[src/rtl/fnd_scan_controller_pkg.sv]
// rtl/fnd_scan_controller_pkg.sv - segment constants, BCD->segment decode and sizing helpers
package fnd_scan_controller_pkg;

    // Active-low segments {dp,g,f,e,d,c,b,a}
    localparam logic [7:0] SEG_0     = 8'hC0;
    localparam logic [7:0] SEG_1     = 8'hF9;
    localparam logic [7:0] SEG_2     = 8'hA4;
    localparam logic [7:0] SEG_3     = 8'hB0;
    localparam logic [7:0] SEG_4     = 8'h99;
    localparam logic [7:0] SEG_5     = 8'h92;
    localparam logic [7:0] SEG_6     = 8'h82;
    localparam logic [7:0] SEG_7     = 8'hF8;
    localparam logic [7:0] SEG_8     = 8'h80;
    localparam logic [7:0] SEG_9     = 8'h90;
    localparam logic [7:0] SEG_BLANK = 8'hFF;
    localparam logic [7:0] SEG_DASH  = 8'hBF;

    typedef enum logic [1:0] {
        ST_IDLE   = 2'd0,
        ST_SHIFT  = 2'd1,
        ST_COMMIT = 2'd2
    } conv_state_t;

    function automatic logic [7:0] seg_decode(input logic [3:0] nib);
        logic [7:0] seg;
        case (nib)
            4'd0:    seg = SEG_0;
            4'd1:    seg = SEG_1;
            4'd2:    seg = SEG_2;
            4'd3:    seg = SEG_3;
            4'd4:    seg = SEG_4;
            4'd5:    seg = SEG_5;
            4'd6:    seg = SEG_6;
            4'd7:    seg = SEG_7;
            4'd8:    seg = SEG_8;
            4'd9:    seg = SEG_9;
            default: seg = SEG_BLANK;
        endcase
        return seg;
    endfunction

    // Decimal digit count of 2**w-1, i.e. BCD nibbles needed for a w-bit value
    function automatic int bcd_nibbles(input int w);
        longint unsigned v;
        int n;
        v = (64'd1 << w) - 64'd1;
        n = 1;
        for (int i = 0; i < 20; i++) begin
            if (v >= 64'd10) begin
                v = v / 64'd10;
                n = n + 1;
            end
        end
        return n;
    endfunction

endpackage

[src/rtl/fnd_scan_controller_bin2bcd_seq.sv]
// rtl/fnd_scan_controller_bin2bcd_seq.sv - sequential shift-add-3 binary to BCD converter
module bin2bcd_seq
    import fnd_scan_controller_pkg::*;
#(
    parameter int DATA_W = 14,
    parameter int NIB    = bcd_nibbles(DATA_W)
) (
    input  logic              clk,
    input  logic              reset,
    input  logic              start,
    input  logic [DATA_W-1:0] din,
    output logic              busy,
    output logic              commit,
    output logic              done,
    output logic [NIB*4-1:0]  bcd_out
);

    localparam int CW = (DATA_W > 1) ? $clog2(DATA_W) : 1;

    conv_state_t       state, state_nxt;
    logic [CW-1:0]     cnt, cnt_nxt;
    logic [DATA_W-1:0] bin_sr, bin_nxt;
    logic [NIB*4-1:0]  work, work_nxt, adj;
    logic [NIB*4-1:0]  out_nxt;
    logic              done_nxt;

    always_ff @(posedge clk or negedge reset) begin
        if (!reset) begin
            state   <= ST_IDLE;
            cnt     <= '0;
            bin_sr  <= '0;
            work    <= '0;
            bcd_out <= '0;
            done    <= 1'b0;
        end else begin
            state   <= state_nxt;
            cnt     <= cnt_nxt;
            bin_sr  <= bin_nxt;
            work    <= work_nxt;
            bcd_out <= out_nxt;
            done    <= done_nxt;
        end
    end

    always_comb begin
        adj = work;
        for (int k = 0; k < NIB; k++) begin
            if (work[k*4 +: 4] >= 4'd5)
                adj[k*4 +: 4] = work[k*4 +: 4] + 4'd3;
        end
    end

    always_comb begin
        state_nxt = state;
        cnt_nxt   = cnt;
        bin_nxt   = bin_sr;
        work_nxt  = work;
        out_nxt   = bcd_out;
        done_nxt  = 1'b0;
        case (state)
            ST_IDLE: begin
                if (start) begin
                    bin_nxt   = din;
                    work_nxt  = '0;
                    cnt_nxt   = '0;
                    state_nxt = ST_SHIFT;
                end
            end
            ST_SHIFT: begin
                {work_nxt, bin_nxt} = {adj, bin_sr} << 1;
                cnt_nxt = cnt + 1'b1;
                if (cnt == CW'(DATA_W - 1))
                    state_nxt = ST_COMMIT;
            end
            ST_COMMIT: begin
                // Result is published only here, so a partial conversion never escapes
                out_nxt  = work;
                done_nxt = 1'b1;
                if (start) begin
                    bin_nxt   = din;
                    work_nxt  = '0;
                    cnt_nxt   = '0;
                    state_nxt = ST_SHIFT;
                end else begin
                    state_nxt = ST_IDLE;
                end
            end
            default: state_nxt = ST_IDLE;
        endcase
    end

    assign busy   = (state != ST_IDLE);
    assign commit = (state == ST_COMMIT);

endmodule

[src/rtl/fnd_scan_controller.sv]
// rtl/fnd_scan_controller.sv - multiplexed 7-segment scan controller with sequential BCD conversion
module fnd_scan_controller
    import fnd_scan_controller_pkg::*;
#(
    parameter int CLK_FREQ_HZ = 100_000_000,
    parameter int SCAN_HZ     = 1_000,
    parameter int DATA_W      = 14,
    parameter int DIGITS      = 4
) (
    input  logic              clk,
    input  logic              reset,
    input  logic [DATA_W-1:0] in_data,
    input  logic              in_valid,
    input  logic [DIGITS-1:0] dp_mask,
    input  logic              blank_en,
    output logic [DIGITS-1:0] fnd_digit,
    output logic [7:0]        fnd_data,
    output logic              busy,
    output logic              overflow
);

    localparam int TICK_DIV = CLK_FREQ_HZ / SCAN_HZ;
    localparam int TICK_W   = $clog2(TICK_DIV);
    localparam int IDX_W    = (DIGITS > 1) ? $clog2(DIGITS) : 1;
    localparam int NIB      = bcd_nibbles(DATA_W);
    localparam int EXT      = (DIGITS > NIB) ? DIGITS : NIB;
    localparam int EXT_W    = EXT * 4;

    logic [TICK_W-1:0]   tick;
    logic [IDX_W-1:0]    idx;
    logic [DIGITS*4-1:0] disp;
    logic                ovf;
    logic                pend_valid;
    logic [DATA_W-1:0]   pend_data;

    logic                conv_start, conv_busy, conv_commit, conv_done;
    logic                start_from_pend, start_from_in;
    logic [DATA_W-1:0]   conv_din;
    logic [NIB*4-1:0]    conv_bcd;
    logic [EXT_W-1:0]    bcd_ext;

    always_ff @(posedge clk or negedge reset) begin
        if (!reset) begin
            tick <= '0;
            idx  <= '0;
        end else if (tick == TICK_W'(TICK_DIV - 1)) begin
            tick <= '0;
            idx  <= (idx == IDX_W'(DIGITS - 1)) ? '0 : idx + 1'b1;
        end else begin
            tick <= tick + 1'b1;
        end
    end

    // Pending is drained when the converter is idle or finishing; a strobe on the
    // commit cycle is parked and starts one cycle later.
    assign start_from_pend = pend_valid && (!conv_busy || conv_commit);
    assign start_from_in   = in_valid && !conv_busy && !pend_valid;
    assign conv_start      = start_from_pend || start_from_in;
    assign conv_din        = start_from_pend ? pend_data : in_data;

    always_ff @(posedge clk or negedge reset) begin
        if (!reset) begin
            pend_valid <= 1'b0;
            pend_data  <= '0;
        end else if (in_valid && !start_from_in) begin
            pend_valid <= 1'b1;
            pend_data  <= in_data;
        end else if (start_from_pend) begin
            pend_valid <= 1'b0;
        end
    end

    bin2bcd_seq #(
        .DATA_W (DATA_W),
        .NIB    (NIB)
    ) u_bin2bcd (
        .clk     (clk),
        .reset   (reset),
        .start   (conv_start),
        .din     (conv_din),
        .busy    (conv_busy),
        .commit  (conv_commit),
        .done    (conv_done),
        .bcd_out (conv_bcd)
    );

    assign bcd_ext = EXT_W'(conv_bcd);

    always_ff @(posedge clk or negedge reset) begin
        if (!reset) begin
            disp <= '0;
            ovf  <= 1'b0;
        end else if (conv_done) begin
            disp <= bcd_ext[DIGITS*4-1:0];
            ovf  <= |(bcd_ext >> (DIGITS * 4));
        end
    end

    assign busy      = conv_busy || pend_valid;
    assign overflow  = ovf;
    assign fnd_digit = ~(DIGITS'(1) << idx);

    always_comb begin
        logic       upper_nz;
        logic [7:0] seg;
        upper_nz = 1'b0;
        for (int j = 0; j < DIGITS; j++) begin
            if (j >= int'(idx) && disp[j*4 +: 4] != 4'd0)
                upper_nz = 1'b1;
        end
        if (ovf)
            seg = SEG_DASH;
        else if (blank_en && idx != '0 && !upper_nz)
            seg = SEG_BLANK;
        else
            seg = seg_decode(disp[idx*4 +: 4]);
        if (dp_mask[idx])
            seg[7] = 1'b0;
        fnd_data = seg;
    end

endmodule

[config.mk]
export PLATFORM = sky130hd
export DESIGN_NAME = fnd_scan_controller
export DESIGN_NICKNAME = d
export VERILOG_FILES = /design/src/rtl/fnd_scan_controller_pkg.sv /design/src/rtl/fnd_scan_controller_bin2bcd_seq.sv /design/src/rtl/fnd_scan_controller.sv
export SDC_FILE = /design/constraint.sdc
export NUM_CORES = 1
export LEC_CHECK = 0
export BUFFER_PORTS_ARGS = -buffer_cell sky130_fd_sc_hd__buf_2
export CAP_MARGIN = 20
export CORE_ASPECT_RATIO = 1.25
export CORE_UTILIZATION = 61
export CTS_CLUSTER_DIAMETER = 200
export DETAILED_ROUTE_END_ITERATION = 8
export HOLD_SLACK_MARGIN = 0.15
export PLACE_DENSITY = 0.89
export SYNTH_ARGS = -nofsm -noshare
export SYNTH_HDL_FRONTEND = slang
export SYNTH_SLANG_ARGS = --single-unit
[constraint.sdc]
create_clock -name clk -period 2.6 [get_ports clk]
set_input_delay 0.39 -clock clk [delete_from_list [all_inputs] [get_ports clk]]
set_output_delay 0.39 -clock clk [all_outputs]
set_load 0.05 [all_outputs]
==> results.sh <==
export IMPL_status="finished with violations"
export IMPL_violations="negative setup slack"
export IMPL_clock_power_share=0.186
export IMPL_first_pass_iters=4
export IMPL_fin_setup_tns_ns=-0.0563
export IMPL_die_h_um=109
export IMPL_hold_violations=0
export IMPL_peakVddDrop_mv=0.595
export IMPL_combPwrFrac=0.381
export IMPL_startpoint_type="flop"
export IMPL_vias_per_cell=5.77
export IMPL_synth_ff_latch_count=112
export IMPL_ios=36
export IMPL_synthTopCellsByArea="dfrtp_1 (50%), mux2_2 (9.3%), ha_1 (5.2%)"
export IMPL_p_leak_nw=2.89
export IMPL_place_ws_ns=0.172
export IMPL_cp_depth=6
export IMPL_crit_fanout=8
export IMPL_critical_path_top_delay_family="multiplexers"
export IMPL_worstPathArrival_ns=2.23
export IMPL_worst_slew_pin_slew_ns=0.848
export IMPL_hp_class="in2reg"
export IMPL_clk_pin_slew_ns=0.10
export IMPL_core_area_sq_um=8800
export IMPL_synth_top_area_share=0.503
export IMPL_fin_skew_ns=0.0188
export IMPL_vias=3865
export IMPL_slew_viol_final=0
export IMPL_cp_slowest_cell="mux4_2"
export IMPL_fmax_mhz=381
export IMPL_overflow=0
export IMPL_avgSynthCellArea_sq_um=11.0
export IMPL_ys_async_sr_fraction=1.00
export IMPL_grt_pass1_wl_um=18000
export IMPL_drc_errors=0
export IMPL_fin_crit_sh=1.01
export IMPL_antenna_found_initial=0
export IMPL_ys_seq_area_frac=0.503
export IMPL_final_cell_count_no_fill=670
export IMPL_crit_top_cell="buf_6"
export IMPL_cts_buffers=9
export IMPL_synth_flop_cell="dfrtp_1"
export IMPL_maxSlewHeadroom=0.434
export IMPL_clockRootBuffer="clkbuf_8"
export IMPL_switching_share=0.376
export IMPL_synth_edf_count=0
export IMPL_gp_congestion=0.800
export IMPL_ys_warn_count=0
export IMPL_gr_usage_all_layers=0.248
export IMPL_numPortBuffers=35
export IMPL_die_w_um=87.5
export IMPL_ant_nets=0
export IMPL_syn_inst=505
export IMPL_hold_depth=2
export IMPL_antenna_cells=0
export IMPL_cts_buffer_depth=2
export IMPL_fp_row_count=38
export IMPL_grt_max_degree=68
export IMPL_area_growth_pct=12.8
export IMPL_setup_slack_ns=-0.0233
export IMPL_synth_area_sq_um=5570
export IMPL_cp_cell_sequence="buf_6 > mux4_2 > a21o_1 > o22ai_2 > nand2_1 > buf_6"
export IMPL_clk_latency_ns=0.37
export IMPL_yosysMostFrequentCell="dfrtp_1"
export IMPL_critPathCaptureType="output port"
export IMPL_dp_hpwl_um=7300
export IMPL_yosys_cell_types_count=48
export IMPL_p_per_area_nw_per_um2=913
export IMPL_dp_cells=646
export IMPL_grt_setup_unrepaired="true"
export IMPL_nNetsFinal=590
export IMPL_period_minus_slack_ns=2.62
export IMPL_die_area_sq_um=9520
export IMPL_drt_wl_total_um=10700
export IMPL_internal_power_mw=3.58
export IMPL_p_switching_mw=2.16
export IMPL_critPathRequiredTime_ns=2.21
export IMPL_setup_violations_final=3
export IMPL_cts_tree="built"
export IMPL_synth_net_count=550
export IMPL_p_seq_frac=0.433
export IMPL_total_power_mw=5.74
export IMPL_yosysTopAreaCell="dfrtp_1"
export IMPL_grt_pass1_vias=3961
export IMPL_drt_initial_drc_count=218
export IMPL_wl_per_cell_um=16.0
export IMPL_max_stage_delay_ns=0.61
export IMPL_drive_above_1_share=0.256
export IMPL_max_cap_viol_count=0
export IMPL_start_util=0.633
export IMPL_cts_sinks=112
export IMPL_crit_buf_inv=2
export IMPL_synth_common_cells="dfrtp_1 (112), o21ai_0 (49), mux2_2 (46)"
export IMPL_critPathKind="reg2out"
export IMPL_rr_worst_depth=5
export IMPL_htree_levels=3
[cells in the final DEF, fill, tap and decap left out, types with 4 or more instances in the layout]
cell,count
buf_4,15
mux2i_1,14
nand2b_1,11
mux2_2,46
nand4_1,6
nor2b_1,6
nor2_1,31
inv_1,22
clkbuf_8,11
xnor2_1,14
xor2_1,11
nand3_1,29
a21oi_1,20
o21ai_0,47
or3_1,6
o32ai_1,4
nor4_1,4
buf_6,9
a32o_1,5
nand2_1,26
ha_1,20
dfrtp_1,110
mux4_2,5
buf_2,27
[final cells by class]
type | instances | area, sq um
clock buffer | 12 | 155
clock inverter | 4 | 52.6
fill | 576 | 2510
inverter | 24 | 92.6
multi-input combinational | 345 | 2650
sequential | 112 | 2810
tap | 120 | 150
timing repair buffer | 53 | 379
[kinds of logic after synthesis]
group | after synthesis | share of synthesized area
AOI/OAI and AO/OA | 95 | 0.0997
xor gates and xnor gates | 26 | 0.0409
adders and majority gates | 23 | 0.0517
buffers and inverters | 48 | 0.0366
DFF | 112 | 0.503
muxes | 66 | 0.144
and+or+nand+nor | 135 | 0.124
[through the flow]
stage           util  hold WS, ns  cell area, sq um
3_5_place_dp   0.669        0.427              5890
6_report       0.715        0.265              6280
4_1_cts        0.709        0.249              6240
3_3_place_gp   0.669        0.421              5890
5_1_grt        0.715        0.253              6280
2_1_floorplan      -       0.0944              5590
[sequential cells by signal (all words and copies together) (netlist names)]
signal             count
u_bin2bcd.done         1
u_bin2bcd.state        2
tick                  17
u_bin2bcd.bcd_out     20
u_bin2bcd.work        20
idx                    2
u_bin2bcd.cnt          4
pend_data             14
u_bin2bcd.bin_sr      14
overflow               1
disp                  16
pend_valid             1
[final timing paths]
path,startpoint,end,slack (ns)
min,in_data[10],pend_data[10],0.26
max in group asynchronous,reset,idx[0],1.28
min reg2reg,tick[0],tick[0],0.49
min in group asynchronous,reset,tick[4],0.57
max reg2reg,tick[0],idx[0],0.72
max,idx[0],fnd_data[5],-0.02
[worst register-to-register path: cells and delay by family (launching register included)]
family	cells	cell delay, ns
AND/OR/NAND/NOR	3	1.00
AO/OA/AOI/OAI	1	0.16
adder cells (fa/ha/maj)	1	0.21
flip-flops	1	0.40
[timing repair]
| item | CTS | global route |
|---|---|---|
| buffers inserted | 7 | 0 |
| endpoints found under the hold margin | 45 | 0 |
| endpoints found under the setup margin | 7 | 7 |
| gates resized for setup | 23 | 14 |
| hold buffers | 1 | 0 |
| pin swaps | 4 | 5 |
[power by group through the flow]
| stage | registers (mW) | logic [mW] | clock network [mW] |
|---|---|---|---|
| 5_1_grt | 2.54 | 2.43 | 1.16 |
| 6_report | 2.49 | 2.18 | 1.07 |
| 3_5_place_dp | 2.51 | 2.05 | 0 |
| 4_1_cts | 2.48 | 2.15 | 1.08 |
| 2_1_floorplan | 2.42 | 1.60 | 0 |
| 3_3_place_gp | 2.47 | 1.93 | 0 |
[metal layers]
metal  routed length, um  global-route usage  vias up
met2                5830               0.445       85
met1                4350               0.287     1907
met4                 213               0.110        0
met5                   0                   0        -
met3                 347              0.0469       19
li1                    -                   -     1854
No activity file was read; power rests on OpenSTA's default activity.
